**src/rtl/uart_rx_ctrl.sv**
```systemverilog
// rtl/uart_rx_ctrl.sv - UART receive sequencer: line sync, start detect, framing, hold register
// Decisions are taken only on sample_tick edges; rx_ack is honoured on every clk edge.
module uart_rx_ctrl #(
  parameter int OVERSAMPLE = 8,
  parameter int DATA_BITS  = 8
) (
  input  logic       clk,
  input  logic       rst_n,
  input  logic       sample_tick,
  input  logic       rx_datain,
  input  logic       rx_ack,
  output logic [7:0] rx_data,
  output logic       data_valid,
  output logic       frame_error,
  output logic       overrun_error,
  output logic       checkstop,
  output logic       busy
);

  localparam int TW = $clog2(OVERSAMPLE);
  localparam logic [TW-1:0] HALF_M1  = TW'(OVERSAMPLE / 2 - 1);
  localparam logic [TW-1:0] FULL_M1  = TW'(OVERSAMPLE - 1);
  localparam logic [2:0]    LAST_BIT = 3'(DATA_BITS - 1);

  typedef enum logic [2:0] {
    IDLE,
    START,
    DATA,
    STOP,
    BRK
  } state_t;

  state_t        state_q, state_d;
  logic          sync1_q, sync1_d;
  logic          rx_s_q, rx_s_d;
  logic [TW-1:0] tick_cnt_q, tick_cnt_d;
  logic [2:0]    bit_cnt_q, bit_cnt_d;
  logic [7:0]    shift_q, shift_d;
  logic [7:0]    rx_data_q, rx_data_d;
  logic          data_valid_q, data_valid_d;
  logic          frame_error_q, frame_error_d;
  logic          overrun_error_q, overrun_error_d;
  logic          checkstop_q, checkstop_d;
  logic          busy_q, busy_d;

  always_comb begin
    state_d         = state_q;
    sync1_d         = rx_datain;
    rx_s_d          = sync1_q;
    tick_cnt_d      = tick_cnt_q;
    bit_cnt_d       = bit_cnt_q;
    shift_d         = shift_q;
    rx_data_d       = rx_data_q;
    data_valid_d    = data_valid_q;
    frame_error_d   = 1'b0;
    overrun_error_d = overrun_error_q;

    if (rx_ack) begin
      data_valid_d    = 1'b0;
      overrun_error_d = 1'b0;
    end

    if (sample_tick) begin
      case (state_q)
        IDLE: begin
          if (!rx_s_q) begin
            tick_cnt_d = '0;
            state_d    = START;
          end
        end
        START: begin
          tick_cnt_d = tick_cnt_q + 1'b1;
          if (tick_cnt_q == HALF_M1) begin
            if (rx_s_q) begin
              state_d = IDLE;
            end else begin
              tick_cnt_d = '0;
              bit_cnt_d  = '0;
              state_d    = DATA;
            end
          end
        end
        DATA: begin
          tick_cnt_d = tick_cnt_q + 1'b1;
          if (tick_cnt_q == FULL_M1) begin
            shift_d   = {rx_s_q, shift_q[7:1]};
            bit_cnt_d = bit_cnt_q + 1'b1;
            if (bit_cnt_q == LAST_BIT) begin
              tick_cnt_d = '0;
              state_d    = STOP;
            end
          end
        end
        STOP: begin
          tick_cnt_d = tick_cnt_q + 1'b1;
          if (tick_cnt_q == FULL_M1) begin
            if (rx_s_q) begin
              // A simultaneous ack frees the holding register, so the load wins.
              if (!data_valid_q || rx_ack) begin
                rx_data_d    = shift_q >> (8 - DATA_BITS);
                data_valid_d = 1'b1;
              end else begin
                overrun_error_d = 1'b1;
              end
              state_d = IDLE;
            end else begin
              frame_error_d = 1'b1;
              state_d       = BRK;
            end
          end
        end
        BRK: begin
          if (rx_s_q) state_d = IDLE;
        end
        default: state_d = IDLE;
      endcase
    end

    checkstop_d = (state_d == STOP);
    busy_d      = (state_d != IDLE);
  end

  always_ff @(posedge clk or negedge rst_n) begin
    if (!rst_n) begin
      state_q         <= IDLE;
      sync1_q         <= 1'b1;
      rx_s_q          <= 1'b1;
      tick_cnt_q      <= '0;
      bit_cnt_q       <= '0;
      shift_q         <= '0;
      rx_data_q       <= '0;
      data_valid_q    <= 1'b0;
      frame_error_q   <= 1'b0;
      overrun_error_q <= 1'b0;
      checkstop_q     <= 1'b0;
      busy_q          <= 1'b0;
    end else begin
      state_q         <= state_d;
      sync1_q         <= sync1_d;
      rx_s_q          <= rx_s_d;
      tick_cnt_q      <= tick_cnt_d;
      bit_cnt_q       <= bit_cnt_d;
      shift_q         <= shift_d;
      rx_data_q       <= rx_data_d;
      data_valid_q    <= data_valid_d;
      frame_error_q   <= frame_error_d;
      overrun_error_q <= overrun_error_d;
      checkstop_q     <= checkstop_d;
      busy_q          <= busy_d;
    end
  end

  assign rx_data       = rx_data_q;
  assign data_valid    = data_valid_q;
  assign frame_error   = frame_error_q;
  assign overrun_error = overrun_error_q;
  assign checkstop     = checkstop_q;
  assign busy          = busy_q;

endmodule

```
**config.mk**
```make
export PLATFORM = sky130hd
export DESIGN_NAME = uart_rx_ctrl
export DESIGN_NICKNAME = d
export VERILOG_FILES = /design/src/rtl/uart_rx_ctrl.sv
export SDC_FILE = /design/constraint.sdc
export NUM_CORES = 1
export LEC_CHECK = 0
export CORE_MARGIN = 2
export CORE_UTILIZATION = 42
export CTS_BUF_LIST = sky130_fd_sc_hd__clkbuf_4
export DETAILED_ROUTE_END_ITERATION = 8
export PLACE_DENSITY = 0.64
export REMOVE_ABC_BUFFERS = 1
export SKIP_CTS_REPAIR_TIMING = 1
export SYNTH_ARGS = -nofsm -noshare
export SYNTH_HDL_FRONTEND = slang
export SYNTH_SLANG_ARGS = --single-unit
export TNS_END_PERCENT = 30
```
**constraint.sdc**
```tcl
create_clock -name clk -period 5.6 [get_ports clk]
set_input_delay 1.12 -clock clk [delete_from_list [all_inputs] [get_ports clk]]
set_output_delay 1.12 -clock clk [all_outputs]
set_load 0.01 [all_outputs]
```
Word-level counts from Yosys, hierarchy flattened
Cells that the tools add are included.
Cells by class
  add/subtract/negate cells: 2
  equality and inequality tests: 12
  multiplexer cells: 35
  reduce and logical (&&, ||, !) cells: 10
Operators by type and width (count)
  3-bit 2-to-1 mux: 15
  1-bit 2-to-1 mux: 16
  3-bit case mux with 5 select lines: 1
  3-bit by 2-bit equality test with 1-bit output (second input constant): 4
  3-bit case mux with 4 select lines: 1
  5-bit AND reduction: 2
  3-bit equality test (second input constant): 3
  2-bit inequality test (second input constant): 4
  3-bit by 1-bit adder with 3-bit output (second input constant): 2
  3-bit case mux with 2 select lines: 1
  3-bit AND reduction: 2
  4-bit nonzero test: 1
  3-bit by 1-bit equality test with 1-bit output (second input constant): 1
  3-bit zero test: 1
  3-bit nonzero test: 1
  2-bit 2-to-1 mux: 1
  2-bit nonzero test: 1
  1-bit zero test: 1
  1-bit logical OR: 1
Word-level totals
  register bits after elaboration: 32
  word-level logic and storage cells: 71

Longest topological paths before layout
Gate-level depths: netlist of run 1.
  word-level depth: 7
  mapped depth: 6
  depth with buffers taken out: 6

Least setup slack after synthesis of run 1
OpenSTA, ideal clock, no wires.
  path kind: input to register
  from: input port sample_tick
  to: register checkstop_q, in the netlist checkstop
  library setup time: 96 ps
  arrival: 2113 ps
  data required time: 5504 ps
  path slack: 3392 ps
  stages: 4
  path buffers: 1
  path through: buf_6 -> and2_4 -> mux4_2 -> nor4_2
Between the ends
  longest elaborated chain between the ends: 2
RTL lines
  start: declaration: RTL line 9  | input logic sample_tick,
  3-bit 2-to-1 mux: RTL line 63  | if (sample_tick) begin
  3-bit by 2-bit equality test with 1-bit output: RTL line 119  | checkstop_d = (state_d == STOP);
  net checkstop_d: RTL line 43  | logic checkstop_q, checkstop_d;
  end signal: assignment: RTL line 148  | checkstop_q <= checkstop_d;
  end: declaration: RTL line 43
The timed path passes the listed nets, and every way through them passes these cells.
A chain may end at the register's enable or synchronous reset.

Worst setup path in the final report of run 1
  from: input port sample_tick
  to: register rx_data_q[5], in the netlist rx_data[5]
Between the ends
  longest elaborated chain between the ends: 1
RTL lines
  5-bit AND reduction (no source line)
  end signal: assignment: RTL line 144  | rx_data_q <= rx_data_d;
  end: declaration: RTL line 39  | logic [7:0] rx_data_q, rx_data_d;
Every way passes these cells.

==> impl_metrics.tcl, run 1 <==
set metrics [dict create \
    clock-sinks 32 \
    cts_buffer_depth 2 \
    tns_ps 0 \
    antenna_found_initial 0 \
    postLayoutCoreUtil_pct 52.86 \
    dp_cells 179 \
    synth-seq-area-share_pct 53.28 \
    drt_iter0_markers 67 \
    max_freq_mhz 397.8 \
    endpoint_kind "register" \
    setup_viol 0 \
    crit_path_start "sample_tick" \
    timing.max_cap.violations 0 \
    coreArea_um2 3390 \
    finalNonFillerCells 187 \
    synthCells 120 \
    root_buffer "clkbuf_4" \
    wirelength_mm 2.456 \
    synth_top_cell_area_share_pct 49.79 \
    p_leak_nw 0.8533 \
    firstDrtPassIters 4 \
    cp.arrival_ps 2740 \
    grt_max_degree 33 \
    initial_utilization_pct 44.48 \
    synth_seq_cells 32 \
    n_fill_cell 285 \
    worst_pin_slew_ps 410.9 \
    path_class "input port to register" \
    ys_top_cells_by_area "dfrtp_1 (50%), mux2_2 (13%), ha_1 (6.6%), dfstp_2 (3.5%), inv_1 (2.5%)" \
    clk_latency_ps 340 \
    clkSlewWorstSetupHoldPaths_ps 100 \
    num_vias 981 \
    die_w_um 63.92 \
    drive_gt1_share_pct 23.40 \
    syn_area_um2 1508 \
    grt_pass1_wl_mm 4.512 \
    finalClockSkew_ps 12.70 \
    hp-class "register to register" \
    diodes 0 \
    h-tree-depth 2 \
    totalPowerFinal_w 0.0005913 \
    synth_top_cell_by_area "dfrtp_1" \
    powerDensity_nw_per_um2 330.0 \
    io_buffers 17 \
    yosysWarnings 0 \
    startpoint_type "input port" \
    rows 21 \
    die-area_um2 4085 \
    rsz0062_at_grt "no" \
    routabilityCongestion 0.8316 \
    viasPerCell 5.246 \
    ir_worst_vdd_uv 126.6 \
    timing.final.crit_share_pct 44.89 \
    hp-start "rx_s_d$_DFF_PN1_" \
    grt_pass1_vias 952 \
    route.detailed.drc 0 \
    cts_buffers 5 \
    required_ps 5830 \
    synth_cell_type_count 34 \
    grt_util_all_layers_pct 14.50 \
    slew_headroom_pct 72.60 \
    die_h_um 63.92 \
    syn_to_final_growth_pct 18.84 \
    crit_fanout 10 \
    period_minus_slack_ps 2514 \
    final_nets 153 \
    status "complete, no violations" \
    avgSynthCellArea_um2 12.56 \
    num_io_pins 18 \
    dpl.hpwl_mm 1.760 \
    grt.overflow.total 0 \
    timing.final.hold_violations 0 \
    final-max-slew-violation-count 0 \
    wl_per_cell_um 13.13 \
    ant_nets 0 \
    r2r-start "tick_cnt_q[1]$_DFFE_PN0P_" \
    cts_tree "done" \
]
cells by family (layout without fill, tap and decap cells):
group                    count (synthesis)  in the layout  synth area share (%)
adder cells (fa/ha/maj)                  8              8                 6.639
AO/OA/AOI/OAI                           15             15                 6.722
flip-flops                              32             32                 53.28
multiplexers                            22             22                 16.93
buffers and inverters                   15             36                 4.565
AND/OR/NAND/NOR                         28             28                 11.87
where the power goes:
| part | switching, W | internal, W | total [W] |
|---|---|---|---|
| sequential | 0.0000303 | 0.000259 | 0.000289 |
| clock | 0.0000826 | 0.0000930 | 0.000176 |
| combinational | 0.0000620 | 0.0000649 | 0.000127 |
cells in the final DEF, fill, tap and decap left out, drive strengths merged, types with 2 or more instances in the layout:
cell | Yosys | routed
a21oi | 3 | 3
a22oi | 2 | 2
a31oi | 2 | 2
and2 | 4 | 4
and3b | 2 | 2
clkbuf | 0 | 5
clkdlybuf4s50 | 0 | 17
dfrtp | 30 | 30
dfstp | 2 | 2
ha | 8 | 8
inv | 10 | 10
mux2 | 18 | 18
mux2i | 3 | 3
nand2 | 6 | 6
nand3b | 2 | 2
nor2 | 4 | 4
nor2b | 2 | 2
nor3b | 2 | 2
o22ai | 2 | 2
layer usage:
metal	wire length [um]	share of wire (%)	GRT usage, %
met5	0	0	0
met4	53	2.2	6.793
met3	129	5.3	5.810
met2	1162	47	21.22
met1	1111	45	18.67
sequential cells by signal, indices dropped and copies added, names as in the netlist, 3 cells and up:
register,count
tick_cnt_q,3
shift_q,8
rx_data,8
state_q,3
bit_cnt_q,3
stage by stage:
stage | cell area [um^2] | setup slack [ps] | hold WS, ps
after floorplan | 1476 | 3510 | 345.2
after global placement | 1712 | 2728 | 346.7
after detailed placement | 1712 | 2717 | 350.6
after CTS | 1792 | 3078 | 365.5
after global routing | 1792 | 3010 | 375.8
final | 1792 | 3086 | 365.5
path summary, 6_finish.rpt:
kind,end,slack (ps),cells past startpoint
max,rx_data[5]$_DFFE_PN0P_,3090,4
min,rx_s_q$_DFF_PN1_,370,0
max reg2reg,rx_data[5]$_DFFE_PN0P_,3600,5
min reg2reg,rx_s_q$_DFF_PN1_,370,0
max in group asynchronous,rx_s_d$_DFF_PN1_,4110,2
min in group asynchronous,shift_q[7]$_DFFE_PN0P_,1160,2
layout make-up:
class	instances	area [um^2]	share of cell area, %
Multi-Input combinational cell	73	635.6	35.47
Inverter	10	37.54	2.095
Sequential cell	32	803.3	44.83
Timing Repair Buffer	18	177.7	9.916
Tap cell	46	57.56	3.212
Clock inverter	3	42.54	2.374
Clock buffer	5	37.54	2.095
cell usage after synthesis:
master	instances
dfrtp_1	30
mux2_2	18
inv_1	10
ha_1	8
nand2_1	6
buf_2	4
nor2_1	4
a21oi_1	3
and2_1	3
mux2i_1	3
a22oi_1	2
a31oi_1	2
and3b_1	2
dfstp_2	2
nand3b_1	2
nor2b_1	2
o22ai_1	2
a21boi_0	1
a32oi_1	1
and2_4	1
and3_1	1
buf_6	1
mux4_2	1
nand2b_1	1
nand3_1	1
nand4bb_1	1
nor3b_1	1
nor3b_2	1
nor4_2	1
o211a_1	1
o211ai_1	1
o21ai_0	1
o31ai_1	1
or2b_1	1
worst max-delay path, stage by stage:
cell             delay [ps]
clkdlybuf4s50_1         630
and3_1                  250
o211a_1                 360
mux2_2                  380
No activity file was read; power rests on OpenSTA's default activity.
==> run 2: changes to the inputs <==
--- a/config.mk
+++ b/config.mk
@@ -9,7 +9,7 @@
 export CORE_UTILIZATION = 42
 export CTS_BUF_LIST = sky130_fd_sc_hd__clkbuf_4
 export DETAILED_ROUTE_END_ITERATION = 8
-export PLACE_DENSITY = 0.64
+export PLACE_DENSITY = 0.66
 export REMOVE_ABC_BUFFERS = 1
 export SKIP_CTS_REPAIR_TIMING = 1
 export SYNTH_ARGS = -nofsm -noshare
==> constraint.sdc (replaced) <==
create_clock -name clk -period 2.3 [get_ports clk]
set_input_delay 0.46 -clock clk [delete_from_list [all_inputs] [get_ports clk]]
set_output_delay 0.46 -clock clk [all_outputs]
set_load 0.01 [all_outputs]
==> impl_metrics.tcl, run 2 (synthesis gave the netlist of run 1 again) <==
set metrics [dict create \
    power_frac_seq_pct 48.9 \
    crit_top_cell "ha_1" \
    cp.arrival_ps 2200 \
    powerDensity_nw_per_um2 798.6 \
    setup_viol 0 \
    dpl.hpwl_mm 1.836 \
    slew_headroom_pct 71.84 \
    netSwitchingPower_w 0.0004263 \
    critPathBufInv 0 \
    crit_family "adder cells" \
    n_fill_cell 291 \
    grt_pass1_wl_mm 4.581 \
    firstDrtPassIters 4 \
    required_ps 2510 \
    totalPowerFinal_w 0.001443 \
    cts_buffers 5 \
    die_w_um 63.92 \
    critPathMaxStageDelay_ps 370 \
    tns_ps 0 \
    rsz0062_at_grt "no" \
    dp_cells 181 \
    p_sw_share_pct 29.54 \
    crit_fanout 8 \
    cp_slowest_cell "dfrtp_1" \
    layout_common_cells "dfrtp_1 (30), mux2_2 (18), clkdlybuf4s50_1 (17), inv_1 (10), ha_1 (8)" \
    path_class "register to register" \
    timing.max_cap.violations 0 \
    p_leak_nw 0.8636 \
    grt_util_all_layers_pct 14.63 \
    num_io_pins 18 \
    grt_pass1_vias 1029 \
    initial_utilization_pct 44.48 \
    die-area_um2 4085 \
    routabilityCongestion 0.8958 \
    dpl-instance-area_um2 1727 \
    multiInputGateArea_um2 635.6 \
    clock-sinks 32 \
    antenna_found_initial 0 \
    hp-class "register to register" \
    period_minus_slack_ps 1985 \
    final_nets 155 \
    finalClockSkew_ps 11.06 \
    worst_pin_slew_ps 422.4 \
    status "complete, no violations" \
    final_common_cell "dfrtp_1" \
    fin_area_um2 1807 \
    drive_gt1_share_pct 24.48 \
    drt_iter0_markers 51 \
    diodes 0 \
    intPower_w 0.001017 \
    timing.final.crit_share_pct 86.29 \
    route.detailed.drc 0 \
    clockPowerShare_pct 29.6 \
    num_vias 948 \
    wl_per_cell_um 13.43 \
    coreArea_um2 3390 \
    clkSlewWorstSetupHoldPaths_ps 110 \
    seqCellArea_um2 803.3 \
    r2r_cells 5 \
    r2r-start "tick_cnt_q[1]$_DFFE_PN0P_" \
    root_buffer "clkbuf_4" \
    wirelength_mm 2.538 \
    crit_path_start "tick_cnt_q[1]$_DFFE_PN0P_" \
    ant_nets 0 \
    grt.overflow.total 0 \
    endpoint "rx_data[3]$_DFFE_PN0P_" \
    grt_max_degree 33 \
    h-tree-depth 2 \
    ir_worst_vdd_uv 372.7 \
    final-max-slew-violation-count 0 \
    cp_num_cells 5 \
    clk_latency_ps 330 \
    startpoint_type "register" \
    io_buffers 17 \
    reg2reg_setup_slack_ps 320 \
    timing.final.hold_violations 0 \
    cts_tree "done" \
    die_h_um 63.92 \
    path_cells "ha_1, ha_1, and3b_1, o211a_1, mux2_2" \
    rows 21 \
    viasPerCell 5.016 \
    finalNonFillerCells 189 \
    max_freq_mhz 503.9 \
    endpoint_kind "register" \
    syn_to_final_growth_pct 19.83 \
    cts_buffer_depth 2 \
    r2r-end "rx_data[3]$_DFFE_PN0P_" \
    pwr-share-comb_pct 21.5 \
]
-- run 2: cell types whose count changed in the layout (fill, tap and decap cells not counted) --
| cell | previous run | this run |
|---|---|---|
| buf_4 | 1 | 3 |
-- run 2: per-stage QoR --
stage / worst slack (ps) / hold slack (ps) / util, %
finish: 315.4 / 361.2 / 53.30
global route: 176.9 / 370.7 / 53.30
CTS: 305.9 / 362.7 / 53.30
detailed placement: 206.2 / 348.1 / 50.94
global placement: 238.1 / 347.4 / 50.94
floorplan: 511.8 / 164.4 / -
-- run 2: cell type report --
class / count / share of cell area, %
tap: 46 / 3.186
multi-input combinational: 73 / 35.18
timing repair buffer: 20 / 10.66
clock inverter: 3 / 2.355
inverter: 10 / 2.078
clock buffer: 5 / 2.078
sequential: 32 / 44.46
-- run 2: metal layers --
layer	GRT usage [%]	vias up	routed length, um
met2	23.18	17	1182
met1	18.28	460	1221
met3	4.577	6	93
li1	-	465	-
met4	6.522	0	41
met5	0	-	0
-- run 2: power groups by stage --
stage | sequential (W) | clock [W] | combinational [W]
CTS | 0.000706 | 0.000437 | 0.000315
floorplan | 0.000703 | 0 | 0.000212
finish | 0.000706 | 0.000427 | 0.000310
detailed placement | 0.000718 | 0 | 0.000313
global route | 0.000717 | 0.000473 | 0.000352
global placement | 0.000709 | 0 | 0.000296
-- run 2: worst min path at each step --
stage | from | to | slack, ps | depth (start not counted)
after floorplan | rst_n | bit_cnt_q[0]$_DFFE_PN0P_ | 160 | 0
after global placement | rx_s_d$_DFF_PN1_ | rx_s_q$_DFF_PN1_ | 350 | 0
after detailed placement | rx_s_d$_DFF_PN1_ | rx_s_q$_DFF_PN1_ | 350 | 0
after CTS | rx_s_d$_DFF_PN1_ | rx_s_q$_DFF_PN1_ | 360 | 0
after global routing | rx_s_d$_DFF_PN1_ | rx_s_q$_DFF_PN1_ | 370 | 0
final | rx_s_d$_DFF_PN1_ | rx_s_q$_DFF_PN1_ | 360 | 0
-- run 2: worst register-to-register path, cell delays in order (launching register included) --
cell and delay [ps]:
dfrtp_1 370, ha_1 260, ha_1 230, and3b_1 270, o211a_1 360, mux2_2 380
==> run 3: changes to the inputs <==
--- a/config.mk
+++ b/config.mk
@@ -9,7 +9,9 @@
 export CORE_UTILIZATION = 42
 export CTS_BUF_LIST = sky130_fd_sc_hd__clkbuf_4
 export DETAILED_ROUTE_END_ITERATION = 8
-export PLACE_DENSITY = 0.66
+export GPL_TIMING_DRIVEN = 0
+export HOLD_SLACK_MARGIN = 0.08
+export PLACE_DENSITY = 0.64
 export REMOVE_ABC_BUFFERS = 1
 export SKIP_CTS_REPAIR_TIMING = 1
 export SYNTH_ARGS = -nofsm -noshare
==> constraint.sdc (replaced) <==
create_clock -name clk -period 2.45 [get_ports clk]
set_input_delay 0.49 -clock clk [delete_from_list [all_inputs] [get_ports clk]]
set_output_delay 0.49 -clock clk [all_outputs]
set_load 0.01 [all_outputs]
==> impl_metrics.tcl, run 3 (synthesis gave the netlist of run 1 again) <==
set metrics [dict create \
    io_buffers 17 \
    num_io_pins 18 \
    dp_cells 178 \
    finalNonFillerCells 186 \
    path_cells "ha_1, ha_1, and3b_1, o211a_1, mux2_2" \
    finalClockSkew_ps 6.972 \
    powerDensity_nw_per_um2 759.1 \
    setup_viol 0 \
    grt_util_all_layers_pct 15.18 \
    dpl.hpwl_mm 1.809 \
    grt.overflow.total 0 \
    final_common_cell "dfrtp_1" \
    num_vias 959 \
    period_minus_slack_ps 1974 \
    seqCellArea_um2 803.3 \
    cts_buffers 5 \
    max_freq_mhz 506.7 \
    routabilityCongestion 0.8367 \
    ir_worst_vdd_uv 410.2 \
    slew_headroom_pct 53.63 \
    rows 21 \
    h-tree-depth 2 \
    cts_tree "done" \
    worst_pin_slew_ps 695.5 \
    clk_latency_ps 330 \
    rsz0062_at_grt "no" \
    wirelength_mm 2.494 \
    antenna_found_initial 0 \
    n_fill_cell 296 \
    firstDrtPassIters 4 \
    cp.arrival_ps 2200 \
    endpoint_kind "register" \
    clkSlewWorstSetupHoldPaths_ps 100 \
    route.detailed.drc 0 \
    viasPerCell 5.156 \
    multiInputGateArea_um2 635.6 \
    die_w_um 63.92 \
    path_class "register to register" \
    initial_utilization_pct 44.48 \
    wl_per_cell_um 13.41 \
    drt_iter0_markers 25 \
    critPathMaxStageDelay_ps 380 \
    grt_pass1_wl_mm 4.733 \
    required_ps 2670 \
    grt_max_degree 33 \
    die-area_um2 4085 \
    drive_gt1_share_pct 23.57 \
    die_h_um 63.92 \
    hp-class "input port to asynchronous set/reset pin" \
    startpoint_type "register" \
    layout_common_cells "dfrtp_1 (30), mux2_2 (18), clkdlybuf4s50_1 (16), inv_1 (10), ha_1 (8)" \
    timing.final.hold_violations 0 \
    timing.max_cap.violations 0 \
    clock-sinks 32 \
    timing.final.crit_share_pct 80.55 \
    p_leak_nw 0.8530 \
    diodes 0 \
    coreArea_um2 3390 \
    final_nets 152 \
    tns_ps 0 \
    ant_nets 0 \
    root_buffer "clkbuf_4" \
    syn_to_final_growth_pct 18.01 \
    crit_top_cell "ha_1" \
    final-max-slew-violation-count 0 \
    cp_slowest_cell "o211a_1" \
    status "complete, no violations" \
    r2r_cells 5 \
    crit_fanout 8 \
    cts_buffer_depth 2 \
    grt_pass1_vias 1005 \
]
==> run 3: changes by cell type in the layout (fill, tap and decap cells not counted) <==
cell / before / now
clkdlybuf4s50_1: 17 / 16
buf_2: 0 / 1
clkinvlp_4: 1 / 0
clkbuf_4: 5 / 6
buf_4: 3 / 0
==> run 3: report_power, final <==
part / total, W / internal, W / switching, W
sequential: 0.000663 / 0.000591 / 0.0000722
combinational: 0.000287 / 0.000146 / 0.000140
clock: 0.000401 / 0.000225 / 0.000176
==> run 3: worst max-delay path: cells and delay by family, from the launching register on <==
family,cells,cell delay (ps)
adders and majority gates,2,500
AOI/OAI and AO/OA,1,380
muxes,1,370
DFF,1,360
and+or+nand+nor,1,250
==> run 3: stage by stage <==
step           instance area (um^2)  setup slack [ps]  hold WS, ps  utilization [%]  total power (W)
2_1_floorplan                  1476             661.8        194.4                -        0.0008593
3_5_place_dp                   1704             178.6        346.8            50.28        0.0009635
3_3_place_gp                   1704             198.2        346.8            50.28        0.0009430
4_1_cts                        1784             445.3        368.3            52.64         0.001369
5_1_grt                        1779             273.6        229.6            52.49         0.001448
6_report                       1779             476.5        194.8            52.49         0.001351
==> run 3: layout make-up <==
cell class / instances / share of cell area [%]
Clock buffer: 6 / 2.532
Tap cell: 46 / 3.235
Inverter: 10 / 2.110
Clock inverter: 2 / 1.969
Multi-Input combinational cell: 73 / 35.72
Sequential cell: 32 / 45.15
Timing Repair Buffer: 17 / 9.283
==> run 3: final timing paths <==
kind | start | to | slack, ps
setup / recovery | tick_cnt_q[1]$_DFFE_PN0P_ | rx_data[2]$_DFFE_PN0P_ | 480
hold / removal | rst_n | tick_cnt_q[2]$_DFFE_PN0P_ | 190
setup reg to reg | tick_cnt_q[1]$_DFFE_PN0P_ | rx_data[2]$_DFFE_PN0P_ | 480
hold reg to reg | rx_s_d$_DFF_PN1_ | rx_s_q$_DFF_PN1_ | 360
max in group asynchronous | rst_n | shift_q[1]$_DFFE_PN0P_ | 1810
min in group clk | rx_s_d$_DFF_PN1_ | rx_s_q$_DFF_PN1_ | 360
==> run 3: routing by layer <==
metal  share of wire, %  up-vias  global-route usage [%]
li1                   -      460                       -
met1                 45      473                   18.90
met2                 48       18                   23.05
met3                4.0        8                   4.577
met4                2.6        0                   9.239
met5                  0        -                       0
